[config.mk]
export PLATFORM = sky130hd
export DESIGN_NAME = fetch
export DESIGN_NICKNAME = d
export VERILOG_FILES = /design/src/rtl/core_pkg.sv /design/src/rtl/fetch_fifo.sv /design/src/rtl/fetch.sv
export SDC_FILE = /design/constraint.sdc
export NUM_CORES = 1
export LEC_CHECK = 0
export CAP_MARGIN = 20
export CORE_MARGIN = 2
export CORE_UTILIZATION = 35
export DETAILED_ROUTE_END_ITERATION = 10
export GPL_ROUTABILITY_DRIVEN = 0
export GPL_TIMING_DRIVEN = 0
export SETUP_SLACK_MARGIN = 0.3
export SKIP_LAST_GASP = 1
export SYNTH_ARGS = -nofsm -noshare
export SYNTH_HDL_FRONTEND = slang
export SYNTH_SLANG_ARGS = --single-unit
[constraint.sdc]
create_clock -name clk -period 7.6 [get_ports clk]
set_clock_uncertainty 0.15 [all_clocks]
set_input_delay 0.76 -clock clk [delete_from_list [all_inputs] [get_ports clk]]
set_output_delay 0.76 -clock clk [all_outputs]
set_load 0.05 [all_outputs]
[src/rtl/core_pkg.sv]
// Shared pipeline types and constants for the front end.
// Fetch entries pair an instruction word with the address it was fetched from.
package core_pkg;

  localparam logic [31:0] NOP_INSTR        = 32'h0000_0013;
  localparam logic [31:0] DEFAULT_RESET_PC = 32'h0000_0000;

  typedef struct packed {
    logic [31:0] addr;
    logic [31:0] instr;
  } fetch_entry_t;

  function automatic logic [31:0] word_align(input logic [31:0] a);
    return {a[31:2], 2'b00};
  endfunction

endpackage

[src/rtl/fetch_fifo.sv]
// Small circular fetch buffer: registered count, combinational head, flush wins over push/pop.
// Latency: push visible at dout one cycle later; push while full is legal only with a pop.
module fetch_fifo
  import core_pkg::*;
#(
  parameter int  DEPTH = 2,
  parameter type T     = fetch_entry_t
) (
  input  logic                       clk,
  input  logic                       rst_n,
  input  logic                       push,
  input  logic                       pop,
  input  logic                       flush,
  input  T                           din,
  output T                           dout,
  output logic [$clog2(DEPTH+1)-1:0] count,
  output logic                       full,
  output logic                       empty
);

  localparam int CW = $clog2(DEPTH + 1);
  localparam int PW = (DEPTH > 1) ? $clog2(DEPTH) : 1;

  T              mem [DEPTH];
  logic [PW-1:0] rd_ptr;
  logic [PW-1:0] wr_ptr;
  logic          do_push;
  logic          do_pop;

  function automatic logic [PW-1:0] ptr_inc(input logic [PW-1:0] p);
    if (p == PW'(DEPTH - 1)) return '0;
    return p + PW'(1);
  endfunction

  assign empty   = (count == '0);
  assign full    = (count == CW'(DEPTH));
  assign do_pop  = pop && !empty;
  // A full buffer can take a new entry only into the slot being vacated.
  assign do_push = push && (!full || do_pop);
  assign dout    = mem[rd_ptr];

  always_ff @(posedge clk or negedge rst_n) begin
    if (!rst_n) begin
      rd_ptr <= '0;
      wr_ptr <= '0;
      count  <= '0;
    end else if (flush) begin
      rd_ptr <= '0;
      wr_ptr <= '0;
      count  <= '0;
    end else begin
      if (do_push) wr_ptr <= ptr_inc(wr_ptr);
      if (do_pop)  rd_ptr <= ptr_inc(rd_ptr);
      count <= count + CW'(do_push) - CW'(do_pop);
    end
  end

  always_ff @(posedge clk) begin
    if (do_push && !flush) mem[wr_ptr] <= din;
  end

endmodule

[src/rtl/fetch.sv]
// Pipeline stage 1: PC, credit-limited imem requests, response buffering, registered decode outputs.
// Response to output is 1 cycle when the buffer is empty; stall freezes outputs, redirect flushes.
module fetch
  import core_pkg::*;
#(
  parameter logic [31:0] RESET_PC   = DEFAULT_RESET_PC,
  parameter int          FIFO_DEPTH = 2
) (
  input  logic        clk,
  input  logic        rst_n,
  output logic        imem_req_valid,
  input  logic        imem_req_ready,
  output logic [31:0] imem_req_addr,
  input  logic        imem_rsp_valid,
  input  logic [31:0] imem_rsp_data,
  input  logic        redirect,
  input  logic [31:0] redirect_pc,
  input  logic        stall,
  output logic [31:0] instr_out,
  output logic [31:0] instr_addr_out,
  output logic        instr_valid
);

  localparam int CW = $clog2(FIFO_DEPTH + 1);

  logic [31:0]   pc;
  logic [31:0]   rsp_pc;
  logic [CW-1:0] outstanding;
  logic [CW-1:0] drop_cnt;
  logic [31:0]   pc_d;
  logic [31:0]   rsp_pc_d;
  logic [CW-1:0] outstanding_d;
  logic [CW-1:0] drop_cnt_d;

  logic          req_fire;
  logic          rsp_fire;
  logic          rsp_accept;
  logic [CW:0]   credit_used;

  fetch_entry_t  rsp_entry;
  fetch_entry_t  fifo_dout;
  logic          fifo_push;
  logic          fifo_pop;
  logic          fifo_full;
  logic          fifo_empty;
  logic [CW-1:0] fifo_count;

  logic          out_en;
  logic          bypass;
  logic          out_valid_d;
  logic [31:0]   out_instr_d;
  logic [31:0]   out_addr_d;

  // Requests are held back while in reset so the channel is idle asynchronously.
  assign credit_used    = {1'b0, outstanding} + {1'b0, fifo_count};
  assign imem_req_valid = rst_n && !redirect && (credit_used < (CW+1)'(FIFO_DEPTH));
  assign imem_req_addr  = pc;
  assign req_fire       = imem_req_valid && imem_req_ready;

  // A response with nothing outstanding is a protocol error and is ignored.
  assign rsp_fire   = imem_rsp_valid && (outstanding != '0);
  assign rsp_accept = rsp_fire && (drop_cnt == '0) && !redirect;
  assign rsp_entry  = '{addr: rsp_pc, instr: imem_rsp_data};

  assign out_en    = !stall || redirect;
  assign fifo_pop  = !stall && !redirect && !fifo_empty;
  assign bypass    = !stall && !redirect && fifo_empty && rsp_accept;
  assign fifo_push = rsp_accept && !bypass;

  fetch_fifo #(
    .DEPTH (FIFO_DEPTH),
    .T     (fetch_entry_t)
  ) u_fifo (
    .clk   (clk),
    .rst_n (rst_n),
    .push  (fifo_push),
    .pop   (fifo_pop),
    .flush (redirect),
    .din   (rsp_entry),
    .dout  (fifo_dout),
    .count (fifo_count),
    .full  (fifo_full),
    .empty (fifo_empty)
  );

  always_comb begin
    pc_d          = pc;
    rsp_pc_d      = rsp_pc;
    outstanding_d = outstanding;
    drop_cnt_d    = drop_cnt;
    if (redirect) begin
      pc_d          = word_align(redirect_pc);
      rsp_pc_d      = word_align(redirect_pc);
      outstanding_d = outstanding - CW'(rsp_fire);
      // Every response still in flight is stale, including ones already marked for drop.
      drop_cnt_d    = outstanding - CW'(rsp_fire);
    end else begin
      if (req_fire) pc_d = pc + 32'd4;
      outstanding_d = outstanding + CW'(req_fire) - CW'(rsp_fire);
      if (rsp_fire && (drop_cnt != '0)) drop_cnt_d = drop_cnt - CW'(1);
      if (rsp_accept) rsp_pc_d = rsp_pc + 32'd4;
    end
  end

  always_ff @(posedge clk or negedge rst_n) begin
    if (!rst_n) begin
      pc          <= RESET_PC;
      rsp_pc      <= RESET_PC;
      outstanding <= '0;
      drop_cnt    <= '0;
    end else begin
      pc          <= pc_d;
      rsp_pc      <= rsp_pc_d;
      outstanding <= outstanding_d;
      drop_cnt    <= drop_cnt_d;
    end
  end

  always_comb begin
    out_valid_d = 1'b0;
    out_instr_d = NOP_INSTR;
    out_addr_d  = instr_addr_out;
    if (!redirect) begin
      if (!fifo_empty) begin
        out_valid_d = 1'b1;
        out_instr_d = fifo_dout.instr;
        out_addr_d  = fifo_dout.addr;
      end else if (rsp_accept) begin
        out_valid_d = 1'b1;
        out_instr_d = imem_rsp_data;
        out_addr_d  = rsp_pc;
      end
    end
  end

  always_ff @(posedge clk or negedge rst_n) begin
    if (!rst_n) begin
      instr_valid    <= 1'b0;
      instr_out      <= NOP_INSTR;
      instr_addr_out <= '0;
    end else if (out_en) begin
      instr_valid    <= out_valid_d;
      instr_out      <= out_instr_d;
      instr_addr_out <= out_addr_d;
    end
  end

  a_rsp_has_outstanding: assert property (@(posedge clk) disable iff (!rst_n)
    !(imem_rsp_valid && (outstanding == '0)));

endmodule

# Word level (Yosys, flattened, before mapping)
# Memories as Yosys holds them, arrays and structs flattened.
# Index checks and enable logic that the tools add are counted.
# word_totals
ram_bits	128
out_inout_bits	98
reg_bits	137
wordCells	90
inputBits	70
memories	1
# op_classes
reduce_logical	32
n_mux	32
eq_ne	2
addsub	11
n_lt_le_gt_ge	1
n_bitwise	1
# mem_list
name	words	width	rd	rd_clocked_by_memory_dff	write_ports	line_no	rtl
u_fifo.mem	2	64	1	0	1	fetch_fifo.sv:24	T mem [DEPTH];
# op_table
operator	count
32-bit two-way mux	9
32-bit by 3-bit adder with 32-bit output, second input constant	2
1-bit two-way mux	19
1-bit logical AND	15
2-bit nonzero test	7
2-bit two-way mux	4
2-bit by 1-bit subtractor with 2-bit output	3
1-bit logical NOT	5
2-bit by 1-bit adder with 2-bit output	2
2-bit logical NOT	2
2-bit by 2-bit adder with 3-bit output	1
3-bit by 2-bit less-than comparator with 1-bit output, second input constant	1
3-bit AND reduction	1
1-bit adder, second input constant	2
2-bit == test, second input constant	1
1-bit logical OR	2
2-bit inequality test, second input constant	1
2-bit by 1-bit subtractor with 2-bit output, second input constant	1
1-bit inverter	1

# Longest topological paths before layout
# logic_depth
depth_word	13
ltp_mapped	14
ltp_nobuf	12

# Modules after synthesis
# From an unflattened synthesis, not the netlist that was laid out.
# hier_totals
hier_cells	885
hier_area_um2	11421.0
# modules_own_cells
mod	instances	cells_per_inst	area_each_um2
fetch	1	657	6518.8
fetch_fifo	1	228	4902.2

# Worst setup path after synthesis
# OpenSTA, ideal clock, no wires.
# synth_path
kind	input to register
from	input port redirect
to	register u_fifo.wr_ptr
cell_stages	4
t_arrival_ps	7682
required_time_ps	7339
slack_ps	-343
setup_ps	111
path_cell_list	buf_2 clkbuf_1 nor4_1 o21bai_1
# synth_via
elab_chain_len	8
# synth_rtl
element	line_no	rtl
start: declaration	fetch.sv:16	input logic redirect,
1-bit logical NOT	fetch.sv:62, fetch.sv:66, fetch.sv:67	
1-bit logical AND	fetch.sv:66, fetch.sv:67	
1-bit logical AND (2 in series)	fetch.sv:67	assign bypass = !stall && !redirect && fifo_empty && rsp_accept;
1-bit logical NOT	fetch.sv:68	assign fifo_push = rsp_accept && !bypass;
1-bit logical AND	fetch.sv:68	
1-bit logical AND	fetch_fifo.sv:39	assign do_push = push && (!full || do_pop);
2-bit nonzero test (no line)	-	
end signal: assignment	fetch_fifo.sv:52	if (do_push) wr_ptr <= ptr_inc(wr_ptr);
end: declaration	fetch_fifo.sv:26	logic [PW-1:0] wr_ptr;
# Parallel ways exist; a longest one is shown, timed or not.
# A chain may end at the register's enable or synchronous reset.

# Final worst setup path
# layout_path
from	input port rst_n
to	output port imem_req_valid
# layout_via
elab_chain_len	2
# layout_rtl
element	line_no	rtl
start: declaration	fetch.sv:10	input logic rst_n,
1-bit logical AND (2 in series)	fetch.sv:56	assign imem_req_valid = rst_n && !redirect && (credit_used < (CW+1)'(FIFO_DEPTH));
end: declaration	fetch.sv:11	output logic imem_req_valid,
# Every way passes these cells.

==> results_dict.tcl <==
set metrics [dict create \
    dr.first_iter.drc_count 551 \
    r2r_end "outstanding[1]" \
    critPathArrivalTime_ns 3.14 \
    switching_share 0.3378 \
    ff2ff_setup_slack_ns 4.15 \
    overflow 0 \
    peakVddDrop_v 0.0001593 \
    grt_pass1_wl_um 45370 \
    layout-drive-gt1-share 0.08467 \
    hold_buffers 0 \
    seqPwrFrac 0.415 \
    slew_headroom 0.4326 \
    path_clk_slew_ns 0.06 \
    drv_cap 0 \
    ys_async_sr_fraction 0.5137 \
    clock-sinks 255 \
    reg2reg_from "u_fifo.count[0]" \
    ys_seq_area_frac 0.6277 \
    ant_nets 0 \
    cts_tree "yes" \
    cts_max_level 1 \
    critPathKind "in2out" \
    start_util 0.3546 \
    vias_per_cell 5.211 \
    multi_input_area_um2 3897 \
    fmaxAchievable_ghz 0.2469 \
    dp_hpwl_um 20430 \
    hold-worst-slack_ns 0.1190 \
    die_w_um 182.6 \
    grtUsageTotal 0.1736 \
    fin_setup_tns_ns 0 \
    cts_buffers 28 \
    postPlaceCellArea_um2 13440 \
    hold_path.class "in2async" \
    seqCellArea_um2 7005 \
    cts_buffer_depth 3 \
    grt_max_degree 74 \
    hold_viol 0 \
    r2r_cells 14 \
    wl_um 29120 \
    yosys.area.top_type "edfxtp_1" \
    synth.most_common_cell "dfrtp_1" \
    area_growth_pct 28.48 \
    nFillCells 2854 \
    crit_required_ns 6.69 \
    firstDrtPassIters 8 \
    root_buffer "clkbuf_16" \
    cp-start-kind "input pin" \
    netlist_area_um2 11160 \
    post-route-min-period_ns 4.051 \
    pwr-share-clk 0.313 \
    worstMarginPinSlew_ns 0.8448 \
    synth_ff_type "dfrtp_1" \
    final_util 0.4556 \
    p_leak_nw 5.338 \
    synth-edff-count 124 \
    rows 65 \
    die_y_um 182.6 \
    die_area_um2 33330 \
    antenna_found_initial 0 \
    final_cell_area_um2 14340 \
    cp_max_fo 73 \
    core_um2 31470 \
    syn_area_per_cell_um2 12.41 \
    synthTopCellsByArea "edfxtp_1 (33%), dfrtp_1 (29%), mux2i_1 (5.5%)" \
    p_switching_w 0.001429 \
    drc 0 \
    setup_viol 0 \
    synth_cell_types 58 \
    wl_per_cell_um 19.11 \
    synthTopCellsByCount "dfrtp_1 (128), edfxtp_1 (124), nor2_1 (82), nand2_1 (70), mux2i_1 (61)" \
    postCtsSetupBuffers 0 \
    clk_latency_ns 0.53 \
    rsz0062_at_grt "no" \
    nets 1179 \
    synth_top_cell_area_share 0.3336 \
    port_buffers 161 \
    grt_pass1_vias 7834 \
    slew_violations 0 \
    p_int_w 0.002802 \
    syn_inst 899 \
    place_ws_ns 3.447 \
    endpoint_kind "output port" \
    layout_setup_ws_ns 3.549 \
    post_cts_resize_count 0 \
    diodes 0 \
    comb_power_share 0.272 \
    ios 168 \
    ys_seq_elements 255 \
    period_share 0.5330 \
    status "finished, final reports clean" \
    power.density_nw_per_um2 295.1 \
    ys_warn_count 0 \
    via_count 7941 \
]
## power by group through the flow
stage / Clock, W / Sequential (W) / Combinational (W)
3_5_place_dp: 0 / 0.00178 / 0.00116
3_3_place_gp: 0 / 0.00178 / 0.00114
6_report: 0.00132 / 0.00176 / 0.00115
2_1_floorplan: 0 / 0.00215 / 0.000349
4_1_cts: 0.00135 / 0.00176 / 0.00116
5_1_grt: 0.00142 / 0.00178 / 0.00123
## how the worst max path moves through the flow
stage                  start          endpoint  slack (ns)  depth (start not counted)
finish                 rst_n    imem_req_valid        3.55                          4
CTS                    rst_n    imem_req_valid        3.46                          4
floorplan           redirect  u_fifo.mem[0][0]        2.29                          3
detailed placement     rst_n    outstanding[1]        3.45                         13
global route           rst_n    imem_req_valid        3.29                          4
global placement       rst_n    outstanding[1]       -1.35                         12
## critical path: stages
cell             delay, ns
buf_6                 0.54
buf_16                0.35
nor4b_4               0.50
clkdlybuf4s50_1       0.91
## layout make-up
type,instances,area share
inverter,18,0.004712
clock buffer,45,0.05829
buffer,50,0.01527
tap,402,0.03508
clock inverter,7,0.004712
timing repair buffer,168,0.1216
sequential,255,0.4886
multi-input combinational,579,0.2718
## per-stage QoR
step | total power [W] | std cells
after floorplan | 0.002495 | 902
after global placement | 0.002921 | 1465
after detailed placement | 0.002943 | 1472
after CTS | 0.004275 | 1524
after global routing | 0.004432 | 1524
final | 0.004232 | 1524
## cell usage in the layout (no fill, tap or decap), types with 6 or more instances in the layout
master           count
xnor2_1             22
a21oi_1             41
and3_1              16
mux2i_1             61
xor2_1              28
dfrtp_1            128
inv_1               17
nand3_1             28
nor2_1              82
a21boi_0            15
nand4_1             17
nand2b_1            12
clkbuf_16           29
buf_4                6
mux2_2              13
nand2_1             70
clkbuf_1            43
and2_1               6
ha_1                 8
edfxtp_1           124
buf_2                7
a221o_1             29
clkdlybuf4s50_1    160
o21ai_0             54
## logic make-up (layout without fill, tap and decap cells)
kind of cell,Yosys count,in the layout,share of synthesized area
adders and majority gates,9,9,0.01076
xor gates and xnor gates,50,50,0.03924
DFF,255,255,0.6277
other,1,4,0.0003360
buffers and inverters,68,288,0.02567
muxes,74,74,0.06783
and+or+nand+nor,269,269,0.1261
AOI/OAI and AO/OA,173,173,0.1024
## layer usage
metal | GRT usage | vias to the layer above | wire length, um
li1 | - | 3705 | -
met1 | 0.2506 | 3915 | 13410
met2 | 0.2738 | 277 | 13150
met3 | 0.03033 | 44 | 2045
met4 | 0.03968 | 0 | 522
met5 | 0 | - | 0
## state kept, by name, summed over array words and instances (netlist names)
name and cells:
instr_out 32, u_fifo.wr_ptr 1, u_fifo.count 2, instr_valid 1
u_fifo.mem 124, instr_addr_out 30, imem_req_addr 30, rsp_pc 30
outstanding 2, drop_cnt 2, u_fifo.rd_ptr 1
(Power assumes the default switching activity.)
